<file path="src/rtl/conv_stream_src_if.sv">
// rtl/conv_stream_src_if.sv - valid/ready word stream between source and convolver
interface conv_stream_src_if #(
   parameter int DATA_WIDTH = 8
);
   logic                         tvalid;
   logic                         tready;
   logic signed [DATA_WIDTH-1:0] tdata;

   modport master (output tvalid, output tdata, input tready);
   modport slave  (input tvalid, input tdata, output tready);
endinterface

</file>
<file path="src/rtl/conv_stream_src.sv">
// rtl/conv_stream_src.sv - loads X/F frames from a host and replays them on two independent streams
module conv_stream_src #(
   parameter int DATA_WIDTH_X = 8,
   parameter int DATA_WIDTH_F = 8,
   parameter int X_SIZE       = 128,
   parameter int F_SIZE       = 32
) (
   input  logic                                 i_clk,
   input  logic                                 i_reset,
   input  logic                                 i_ld_en,
   input  logic                                 i_ld_sel,
   input  logic [$clog2(X_SIZE)-1:0]            i_ld_addr,
   input  logic [((DATA_WIDTH_X > DATA_WIDTH_F) ?
                  DATA_WIDTH_X : DATA_WIDTH_F)-1:0] i_ld_data,
   input  logic                                 i_start,
   output logic                                 o_busy,
   output logic                                 o_done,
   conv_stream_src_if.master                    m_x,
   conv_stream_src_if.master                    m_f
);
   localparam int AW_X = $clog2(X_SIZE);
   localparam int AW_F = (F_SIZE > 1) ? $clog2(F_SIZE) : 1;
   localparam logic [31:0] X_LIM = X_SIZE;
   localparam logic [31:0] F_LIM = F_SIZE;
   localparam logic [AW_X-1:0] X_LAST = AW_X'(X_SIZE - 1);
   localparam logic [AW_F-1:0] F_LAST = AW_F'(F_SIZE - 1);

   typedef enum logic [1:0] {
      S_IDLE,
      S_SEND,
      S_DONE
   } state_t;

   logic signed [DATA_WIDTH_X-1:0] r_xarr [X_SIZE];
   logic signed [DATA_WIDTH_F-1:0] r_farr [F_SIZE];

   state_t            r_state;
   logic              r_busy;
   logic              r_done;
   logic              r_vld_x;
   logic              r_vld_f;
   logic              r_cdone_x;
   logic              r_cdone_f;
   logic [AW_X-1:0]   r_idx_x;
   logic [AW_F-1:0]   r_idx_f;

   logic [31:0]       w_ld_addr32;
   logic              w_beat_x;
   logic              w_beat_f;
   logic              w_last_x;
   logic              w_last_f;
   logic              w_fin_x;
   logic              w_fin_f;

   assign w_ld_addr32 = 32'(i_ld_addr);

   // Frame storage is never reset so a loaded frame survives a mid-frame abort.
   always_ff @(posedge i_clk) begin
      if (i_ld_en && !r_busy) begin
         if (!i_ld_sel) begin
            if (w_ld_addr32 < X_LIM)
               r_xarr[i_ld_addr] <= i_ld_data[DATA_WIDTH_X-1:0];
         end else if (w_ld_addr32 < F_LIM) begin
            r_farr[i_ld_addr[AW_F-1:0]] <= i_ld_data[DATA_WIDTH_F-1:0];
         end
      end
   end

   assign m_x.tvalid = r_vld_x;
   assign m_x.tdata  = r_xarr[r_idx_x];
   assign m_f.tvalid = r_vld_f;
   assign m_f.tdata  = r_farr[r_idx_f];

   assign w_beat_x = r_vld_x & m_x.tready;
   assign w_beat_f = r_vld_f & m_f.tready;
   assign w_last_x = (r_idx_x == X_LAST);
   assign w_last_f = (r_idx_f == F_LAST);

   // Look ahead to the final beat so done lands in the cycle right after it.
   assign w_fin_x = r_cdone_x | (w_beat_x & w_last_x);
   assign w_fin_f = r_cdone_f | (w_beat_f & w_last_f);

   always_ff @(posedge i_clk) begin
      if (i_reset) begin
         r_state   <= S_IDLE;
         r_busy    <= 1'b0;
         r_done    <= 1'b0;
         r_vld_x   <= 1'b0;
         r_vld_f   <= 1'b0;
         r_cdone_x <= 1'b0;
         r_cdone_f <= 1'b0;
         r_idx_x   <= '0;
         r_idx_f   <= '0;
      end else begin
         r_done <= 1'b0;
         case (r_state)
            S_IDLE: begin
               if (i_start) begin
                  r_state   <= S_SEND;
                  r_busy    <= 1'b1;
                  r_vld_x   <= 1'b1;
                  r_vld_f   <= 1'b1;
                  r_cdone_x <= 1'b0;
                  r_cdone_f <= 1'b0;
                  r_idx_x   <= '0;
                  r_idx_f   <= '0;
               end
            end
            S_SEND: begin
               if (w_beat_x) begin
                  if (w_last_x) begin
                     r_vld_x   <= 1'b0;
                     r_cdone_x <= 1'b1;
                  end else begin
                     r_idx_x <= r_idx_x + 1'b1;
                  end
               end
               if (w_beat_f) begin
                  if (w_last_f) begin
                     r_vld_f   <= 1'b0;
                     r_cdone_f <= 1'b1;
                  end else begin
                     r_idx_f <= r_idx_f + 1'b1;
                  end
               end
               if (w_fin_x && w_fin_f) begin
                  r_state <= S_DONE;
                  r_done  <= 1'b1;
               end
            end
            S_DONE: begin
               r_state <= S_IDLE;
               r_busy  <= 1'b0;
            end
            default: begin
               r_state <= S_IDLE;
               r_busy  <= 1'b0;
            end
         endcase
      end
   end

   assign o_busy = r_busy;
   assign o_done = r_done;
endmodule
</file>
<file path="src/flat_wrapper.sv">
// flat-port wrapper written by rule: the top's interface ports become plain ports
module conv_stream_src_flat 
#(
   parameter int DATA_WIDTH_X = 8,
   parameter int DATA_WIDTH_F = 8,
   parameter int X_SIZE       = 128,
   parameter int F_SIZE       = 32
)
  (i_clk, i_reset, i_ld_en, i_ld_sel, i_ld_addr, i_ld_data, i_start, o_busy, o_done, m_x_tvalid, m_x_tdata, m_x_tready, m_f_tvalid, m_f_tdata, m_f_tready);
  conv_stream_src_if m_x_i ();
  conv_stream_src_if m_f_i ();
  input  logic i_clk;
  input  logic i_reset;
  input  logic i_ld_en;
  input  logic i_ld_sel;
  input  logic [$clog2(X_SIZE)-1:0] i_ld_addr;
  input  logic [((DATA_WIDTH_X > DATA_WIDTH_F) ?
                  DATA_WIDTH_X : DATA_WIDTH_F)-1:0] i_ld_data;
  input  logic i_start;
  output logic o_busy;
  output logic o_done;
  output wire logic [$bits(m_x_i.tvalid)-1:0] m_x_tvalid;
  output wire logic [$bits(m_x_i.tdata)-1:0] m_x_tdata;
  input wire logic [$bits(m_x_i.tready)-1:0] m_x_tready;
  output wire logic [$bits(m_f_i.tvalid)-1:0] m_f_tvalid;
  output wire logic [$bits(m_f_i.tdata)-1:0] m_f_tdata;
  input wire logic [$bits(m_f_i.tready)-1:0] m_f_tready;
  assign m_x_tvalid = m_x_i.tvalid;
  assign m_x_tdata = m_x_i.tdata;
  assign m_x_i.tready = m_x_tready;
  assign m_f_tvalid = m_f_i.tvalid;
  assign m_f_tdata = m_f_i.tdata;
  assign m_f_i.tready = m_f_tready;
  conv_stream_src #(.DATA_WIDTH_X(DATA_WIDTH_X), .DATA_WIDTH_F(DATA_WIDTH_F), .X_SIZE(X_SIZE), .F_SIZE(F_SIZE)) u_core (.i_clk(i_clk), .i_reset(i_reset), .i_ld_en(i_ld_en), .i_ld_sel(i_ld_sel), .i_ld_addr(i_ld_addr), .i_ld_data(i_ld_data), .i_start(i_start), .o_busy(o_busy), .o_done(o_done), .m_x(m_x_i), .m_f(m_f_i));
endmodule
</file>
<file path="config.mk">
export PLATFORM = sky130hd
export DESIGN_NAME = conv_stream_src_flat
export DESIGN_NICKNAME = d
export VERILOG_FILES = /design/src/rtl/conv_stream_src_if.sv /design/src/rtl/conv_stream_src.sv /design/src/flat_wrapper.sv
export SDC_FILE = /design/constraint.sdc
export NUM_CORES = 1
export LEC_CHECK = 0
export BUFFER_PORTS_ARGS = -buffer_cell sky130_fd_sc_hd__buf_2
export CAP_MARGIN = 5
export CORE_ASPECT_RATIO = 0.9
export CORE_MARGIN = 1
export CORE_UTILIZATION = 55
export DETAILED_ROUTE_END_ITERATION = 6
export HOLD_SLACK_MARGIN = 0.02
export PLACE_DENSITY = 0.71
export SLEW_MARGIN = 30
export SYNTH_ARGS = -nofsm -noshare
export SYNTH_HDL_FRONTEND = slang
export SYNTH_SLANG_ARGS = --single-unit
</file>
<file path="constraint.sdc">
create_clock -name i_clk -period 5.2 [get_ports i_clk]
set_clock_uncertainty 0.05 [all_clocks]
set_input_delay 0.26 -clock i_clk [delete_from_list [all_inputs] [get_ports i_clk]]
set_output_delay 0.26 -clock i_clk [all_outputs]
set_load 0.05 [all_outputs]
</file>
# After elaboration in Yosys (flattened, before gate mapping)
# Memory sizes are Yosys's and may differ from the RTL's. A register that Yosys moved wholly into a read port is not among the register bits.
# Index checks and enable logic that the tools add are counted.
[word_totals]
reg_bits = 20
inputBits = 22
wordCells = 84
n_memories = 2
output_inout_bits = 20
ram_bits = 1280
[classes]
n_addsub = 2
n_eq_ne = 11
n_reduce_logical = 12
order_cmp = 2
muxes = 39
bitwise_logic = 7
[mem_list]
columns = ["name", "words", "word_bits", "rd", "rd_ports_with_merged_regs", "wr", "line_no", "text"]
rows = [
  ["u_core.r_xarr", 128, 8, 1, 1, 1, "conv_stream_src.sv:34", "logic signed [DATA_WIDTH_X-1:0] r_xarr [X_SIZE];"],
  ["u_core.r_farr", 32, 8, 1, 1, 1, "conv_stream_src.sv:35", "logic signed [DATA_WIDTH_F-1:0] r_farr [F_SIZE];"],
]
[ops]
columns = ["cell", "n"]
rows = [
  ["7-bit 2-to-1 mux", 5],
  ["5-bit 2-to-1 mux", 5],
  ["1-bit 2-to-1 mux", 19],
  ["4-bit AND reduction", 4],
  ["7-bit case mux with 2 select lines", 1],
  ["2-bit by 1-bit != test with 1-bit output, second input constant", 5],
  ["1-bit case mux with 2 select lines", 5],
  ["5-bit case mux with 2 select lines", 1],
  ["7-bit by 8-bit < comparator with 1-bit output, second input constant", 1],
  ["7-bit by 1-bit adder with 7-bit output, second input constant", 1],
  ["7-bit == test, second input constant", 1],
  ["7-bit by 6-bit < comparator with 1-bit output, second input constant", 1],
  ["2-bit != test, second input constant", 3],
  ["5-bit by 1-bit adder with 5-bit output, second input constant", 1],
  ["5-bit == test, second input constant", 1],
  ["1-bit AND", 4],
  ["2-bit 2-to-1 mux", 2],
  ["2-bit case mux with 2 select lines", 1],
  ["2-bit AND reduction", 2],
  ["2-bit by 1-bit == test with 1-bit output, second input constant", 1],
  ["1-bit logical AND", 2],
  ["2-bit zero test", 1],
  ["1-bit OR", 2],
  ["2-bit nonzero test", 1],
  ["3 further kinds", 3],
]

# Longest topological paths before layout
[depth]
ltp_word = 6
ltp_mapped = 8
mapped_depth_nobuf = 8

# Worst setup path after synthesis
# OpenSTA, ideal clock, no wires.
[synth_timing]
path_type = "reg2out"
start = "reg with a tool-made name"
end = "out m_x_tdata[0]"
n_path_buf = 2
setup_slack_ps = 2075
path_stages_with_launch = 7
required_ps = 4890
arrival_ps = 2815
path_cell_list = "dfxtp_1 -> clkbuf_1 -> buf_1 -> mux4_2 -> mux4_2 -> mux4_2 -> mux2_2"
[synth_rtl]
columns = ["item", "line_no", "text"]
rows = [
  ["end, declared", "flat_wrapper.sv:23", "output wire logic [$bits(m_x_i.tdata)-1:0] m_x_tdata;"],
]

==> impl_results.html <==
<table>
<tr><th>Metric</th><th>Value</th></tr>
<tr><th colspan="2">Status</th></tr>
<tr><td>Status</td><td>complete, but fails checks</td></tr>
<tr><td>Failing checks</td><td>negative hold slack</td></tr>
<tr><th colspan="2">Routing</th></tr>
<tr><td>Violation count after the first detailed-routing iteration</td><td>between 2,000 and 2,500</td></tr>
<tr><td>Via total after detailed routing</td><td>approximately 23,000</td></tr>
<tr><td>Post-route antenna net violation count</td><td>0</td></tr>
<tr><td>Total Wirelength</td><td>around 110 mm</td></tr>
<tr><td>Detailed Routing Iterations Pass 1</td><td>6</td></tr>
<tr><td>Via/cell ratio</td><td>roughly 6.4</td></tr>
<tr><td>Avg WL per Cell</td><td>just over 30 µm</td></tr>
<tr><td>DRC Markers</td><td>0</td></tr>
<tr><th colspan="2">Floorplanning</th></tr>
<tr><td>Floorplan die height</td><td>between 200 and 300 µm</td></tr>
<tr><td>Die area</td><td>around 93,000 µm²</td></tr>
<tr><td>Core Footprint</td><td>91,000 µm²</td></tr>
<tr><td>Initial Util</td><td>a little under three fifths</td></tr>
<tr><td>Std-Cell Rows</td><td>around 110</td></tr>
<tr><td>Width of the chip</td><td>between 300 and 400 µm</td></tr>
<tr><td>IO Pins</td><td>42</td></tr>
<tr><th colspan="2">Worst setup path</th></tr>
<tr><td>CP Data Arrival Time</td><td>4.20 ns</td></tr>
<tr><td>Crit Path Category</td><td>register to primary output</td></tr>
<tr><td>Endpoint class of the critical path</td><td>primary output</td></tr>
<tr><td>Critical Path RT</td><td>about 4.9 ns</td></tr>
<tr><td>Startpoint type of the worst setup path</td><td>register</td></tr>
<tr><td>Critical Path Fanout Max</td><td>54</td></tr>
<tr><th colspan="2">Hold path</th></tr>
<tr><td>Classification of the worst-slack hold path</td><td>input port to register</td></tr>
<tr><th colspan="2">Global route</th></tr>
<tr><td>Largest net degree at the start of global routing</td><td>110</td></tr>
<tr><td>Residual overflow from global routing</td><td>0</td></tr>
<tr><td>First-pass GRT wire length</td><td>162 mm</td></tr>
<tr><td>Via count of the first global-routing pass</td><td>23,300</td></tr>
<tr><td>GR Util All Layers</td><td>between 20 and 25%</td></tr>
<tr><td>Antenna violations before repair</td><td>5</td></tr>
<tr><th colspan="2">Pwr</th></tr>
<tr><td>Net Switching</td><td>about 4300 µW</td></tr>
<tr><td>Total power per unit cell area</td><td>approximately 380 nW/µm²</td></tr>
<tr><td>P_leak</td><td>roughly 0.017 µW</td></tr>
<tr><td>Register share of total power</td><td>roughly 54%</td></tr>
<tr><td>Clock network fraction of total power</td><td>a little over two fifths</td></tr>
<tr><td>Worst voltage drop across the vdd grid</td><td>around 480 µV</td></tr>
<tr><td>Power Internal</td><td>about 17,000 µW</td></tr>
<tr><td>Combinational fraction of design power</td><td>under 10%</td></tr>
<tr><td>Sw frac</td><td>between 20% and 30%</td></tr>
<tr><th colspan="2">Finish</th></tr>
<tr><td>Layout Nets</td><td>about 2,300</td></tr>
<tr><td>Storage element area</td><td>just under 40,000 µm²</td></tr>
<tr><td>Most frequent cells in the layout</td><td>1,280 x sky130_fd_sc_hd__edfxtp_1, 416 x sky130_fd_sc_hd__mux4_2, 165 x sky130_fd_sc_hd__nor2_1</td></tr>
<tr><td>Count of fill cells added during filler insertion</td><td>approximately 6,000</td></tr>
<tr><td>Fraction of final layout cells with drive strength greater than 1</td><td>30.3%</td></tr>
<tr><td>Area used by multi-input combinational logic</td><td>between 10,000 and 15,000 µm²</td></tr>
<tr><td>Area delta synth-&gt;final</td><td>12.0%</td></tr>
<tr><td>Commonest non-fill, non-tap cell in the layout</td><td>sky130_fd_sc_hd__edfxtp_1</td></tr>
<tr><td>Final instance count without filler cells</td><td>3,601</td></tr>
<tr><th colspan="2">Synthesis</th></tr>
<tr><td>Number of nets in the synthesized netlist</td><td>~2,200</td></tr>
<tr><td>Netlist Area Pre-Place</td><td>50,500 µm²</td></tr>
<tr><td>EDFF count, synth</td><td>about 1,300</td></tr>
<tr><td>Number of flip-flops and latches in the synthesized netlist</td><td>between 1,000 and 1,500</td></tr>
<tr><td>Primary flip-flop cell chosen by synthesis mapping</td><td>sky130_fd_sc_hd__edfxtp_1</td></tr>
<tr><td>Post-Syn Area per Cell</td><td>between 20 and 25 µm²</td></tr>
<tr><td>Gate count of the mapped netlist</td><td>2,149</td></tr>
<tr><td>Number of different library cells in the post-synthesis netlist</td><td>40</td></tr>
<tr><td>Number of warnings printed during yosys synthesis</td><td>0</td></tr>
<tr><td>Proportion of synthesized flip-flops having asynchronous set or reset</td><td>0%</td></tr>
<tr><td>Seq/Total Area, Yosys</td><td>between 70% and 80%</td></tr>
<tr><th colspan="2">Clocking</th></tr>
<tr><td>Cell at the root of the clock tree</td><td>sky130_fd_sc_hd__clkbuf_16</td></tr>
<tr><td>Clk sink count</td><td>1,312</td></tr>
<tr><td>Buffers inserted by post-CTS timing repair</td><td>0</td></tr>
<tr><td>Clock-pin slew of the registers on the worst-case setup and hold paths</td><td>~0.06 ns</td></tr>
<tr><td>Num CTS Buffers</td><td>130</td></tr>
<tr><td>Quantity of gates resized following cts</td><td>0</td></tr>
<tr><td>Deepest level of the CTS H-tree</td><td>4</td></tr>
<tr><td>Insertion delay of the later-clocked pin in the worst-skew pair</td><td>between 0.7 and 0.8 ns</td></tr>
<tr><td>TritonCTS clock tree</td><td>done</td></tr>
<tr><td>Maximum clock insertion buffer count</td><td>3</td></tr>
<tr><th colspan="2">STA</th></tr>
<tr><td>Period Utilization, post-route</td><td>between 80 and 90%</td></tr>
<tr><td>RSZ-0062 raised after global routing</td><td>no</td></tr>
<tr><td>Final number of max-transition violations</td><td>0</td></tr>
<tr><td>Number of endpoints failing setup at the final stage</td><td>0</td></tr>
<tr><td>Minimum hold slack</td><td>-0.00934 ns</td></tr>
<tr><td>Final count of hold timing violations</td><td>3</td></tr>
<tr><td>Post-layout min period</td><td>between 4 and 5 ns</td></tr>
<tr><td>Slew of the pin with the lowest slew margin</td><td>slightly above 1 ns</td></tr>
<tr><td>Max transition margin</td><td>32.1%</td></tr>
<tr><td>Maximum clock frequency</td><td>0.222 GHz</td></tr>
<tr><td>Sum of negative setup slack</td><td>0 ns</td></tr>
<tr><th colspan="2">Place</th></tr>
<tr><td>Weighted congestion reported at the end of routability-driven placement</td><td>around 0.85</td></tr>
<tr><td>Final HPWL from detailed placement</td><td>between 60 and 70 mm</td></tr>
<tr><td>Buffers added on ports</td><td>41</td></tr>
<tr><td>Number of placed instances with taps included</td><td>around 3,400</td></tr>
<tr><th colspan="2">Run</th></tr>
<tr><td>Max-cap check violation count</td><td>0</td></tr>
</table>
[cell type report]
cell class	count	area share [%]
well taps	1230	2.72
clock inverters	73	1.25
clock buffers	161	6.12
inverters	4	0.0265
repair buffers	95	1.41
flip-flops and latches	1312	69.1
diodes	4	0.0177
multi-input cells	722	19.3
[logic make-up after synthesis]
logic type | synth area share (%)
and+or+nand+nor | 2.23
muxes | 18.9
DFF | 77.4
buffers and inverters | 1.01
xor gates and xnor gates | 0.121
AOI/OAI and AO/OA | 0.213
adders and majority gates | 0.0744
[through the flow]
stage	util, %	hold WS (ns)	cell area, µm²	total power (µW)	setup WS, ns
detailed placement	57.4	0.395	52300	12500	1.41
finish	62.1	-0.00934	56600	21500	0.686
CTS	62.1	0.0368	56500	21600	0.634
global route	62.1	0.0338	56500	22000	0.552
floorplan	-	0.293	50500	12200	2.08
global placement	57.4	0.386	52300	12500	1.41
[metal layers]
layer	track usage [%]	wire (µm)	vias up
met2	38.3	53500	1067
met1	34.5	44700	12300
met4	7.01	2370	8
li1	-	-	9398
met5	0	57	-
met3	7.58	10400	159
[worst paths after layout]
path / start / end / cells after the start / slack (ns)
worst max-delay path: register / m_x_tdata[4] / 6 / 0.69
worst min-delay path: i_ld_data[2] / u_core.r_xarr[15][2] / 1 / -0.009
worst max register to register: u_core.o_busy / u_core.r_xarr[117][7] / 5 / 2.24
worst min register to register: u_core.r_cdone_x / u_core.r_cdone_x / 2 / 0.40
[critical path, cell delays in order, from the launching register on]
cell                      delay [ns]
sky130_fd_sc_hd__dfxtp_4        0.66
sky130_fd_sc_hd__buf_12         0.42
sky130_fd_sc_hd__mux4_2         0.61
sky130_fd_sc_hd__mux4_2         0.54
sky130_fd_sc_hd__mux4_2         0.55
sky130_fd_sc_hd__mux2_2         0.37
sky130_fd_sc_hd__buf_2          0.24
[repair_timing]
item	4_1_cts	5_1_grt
endpoints found under the setup margin	0	0
hold buffers	5	0
endpoints found under the hold margin	15	0
[power by group through the flow]
stage,clock (µW),sequential [µW],combinational [µW]
after floorplan,0,11800,358
after global placement,0,11900,639
after detailed placement,0,11900,662
after CTS,9290,11600,667
after global routing,9690,11600,700
final,9190,11600,659
[cells in the mapped netlist (all sizes together) (3+ instances only)]
master / count / share of area, %
edfxtp: 1280 / 76
mux4: 416 / 19
nor2: 171 / 1.3
clkbuf: 64 / 0.48
buf: 47 / 0.50
dfxtp: 32 / 1.3
nand2: 29 / 0.22
nand3: 17 / 0.17
mux2: 16 / 0.36
a21oi: 8 / 0.079
nand2b: 8 / 0.099
nor2b: 7 / 0.087
nor3: 6 / 0.059
xor2: 6 / 0.10
and2: 4 / 0.050
and3: 4 / 0.050
inv: 4 / 0.030
nand4: 4 / 0.050
ha: 3 / 0.074
nand3b: 3 / 0.045
[sequential cells by signal (all words and copies together) (netlist names), named ones only]
register	flops
u_core.r_cdone_f	1
u_core.r_xarr	1024
u_core.r_idx_f	5
u_core.r_cdone_x	1
u_core.r_idx_x	7
u_core.m_f.tvalid	1
u_core.r_state	2
u_core.o_busy	1
u_core.m_x.tvalid	1
u_core.r_farr	256
u_core.o_done	1
(Power assumes the default switching activity.)
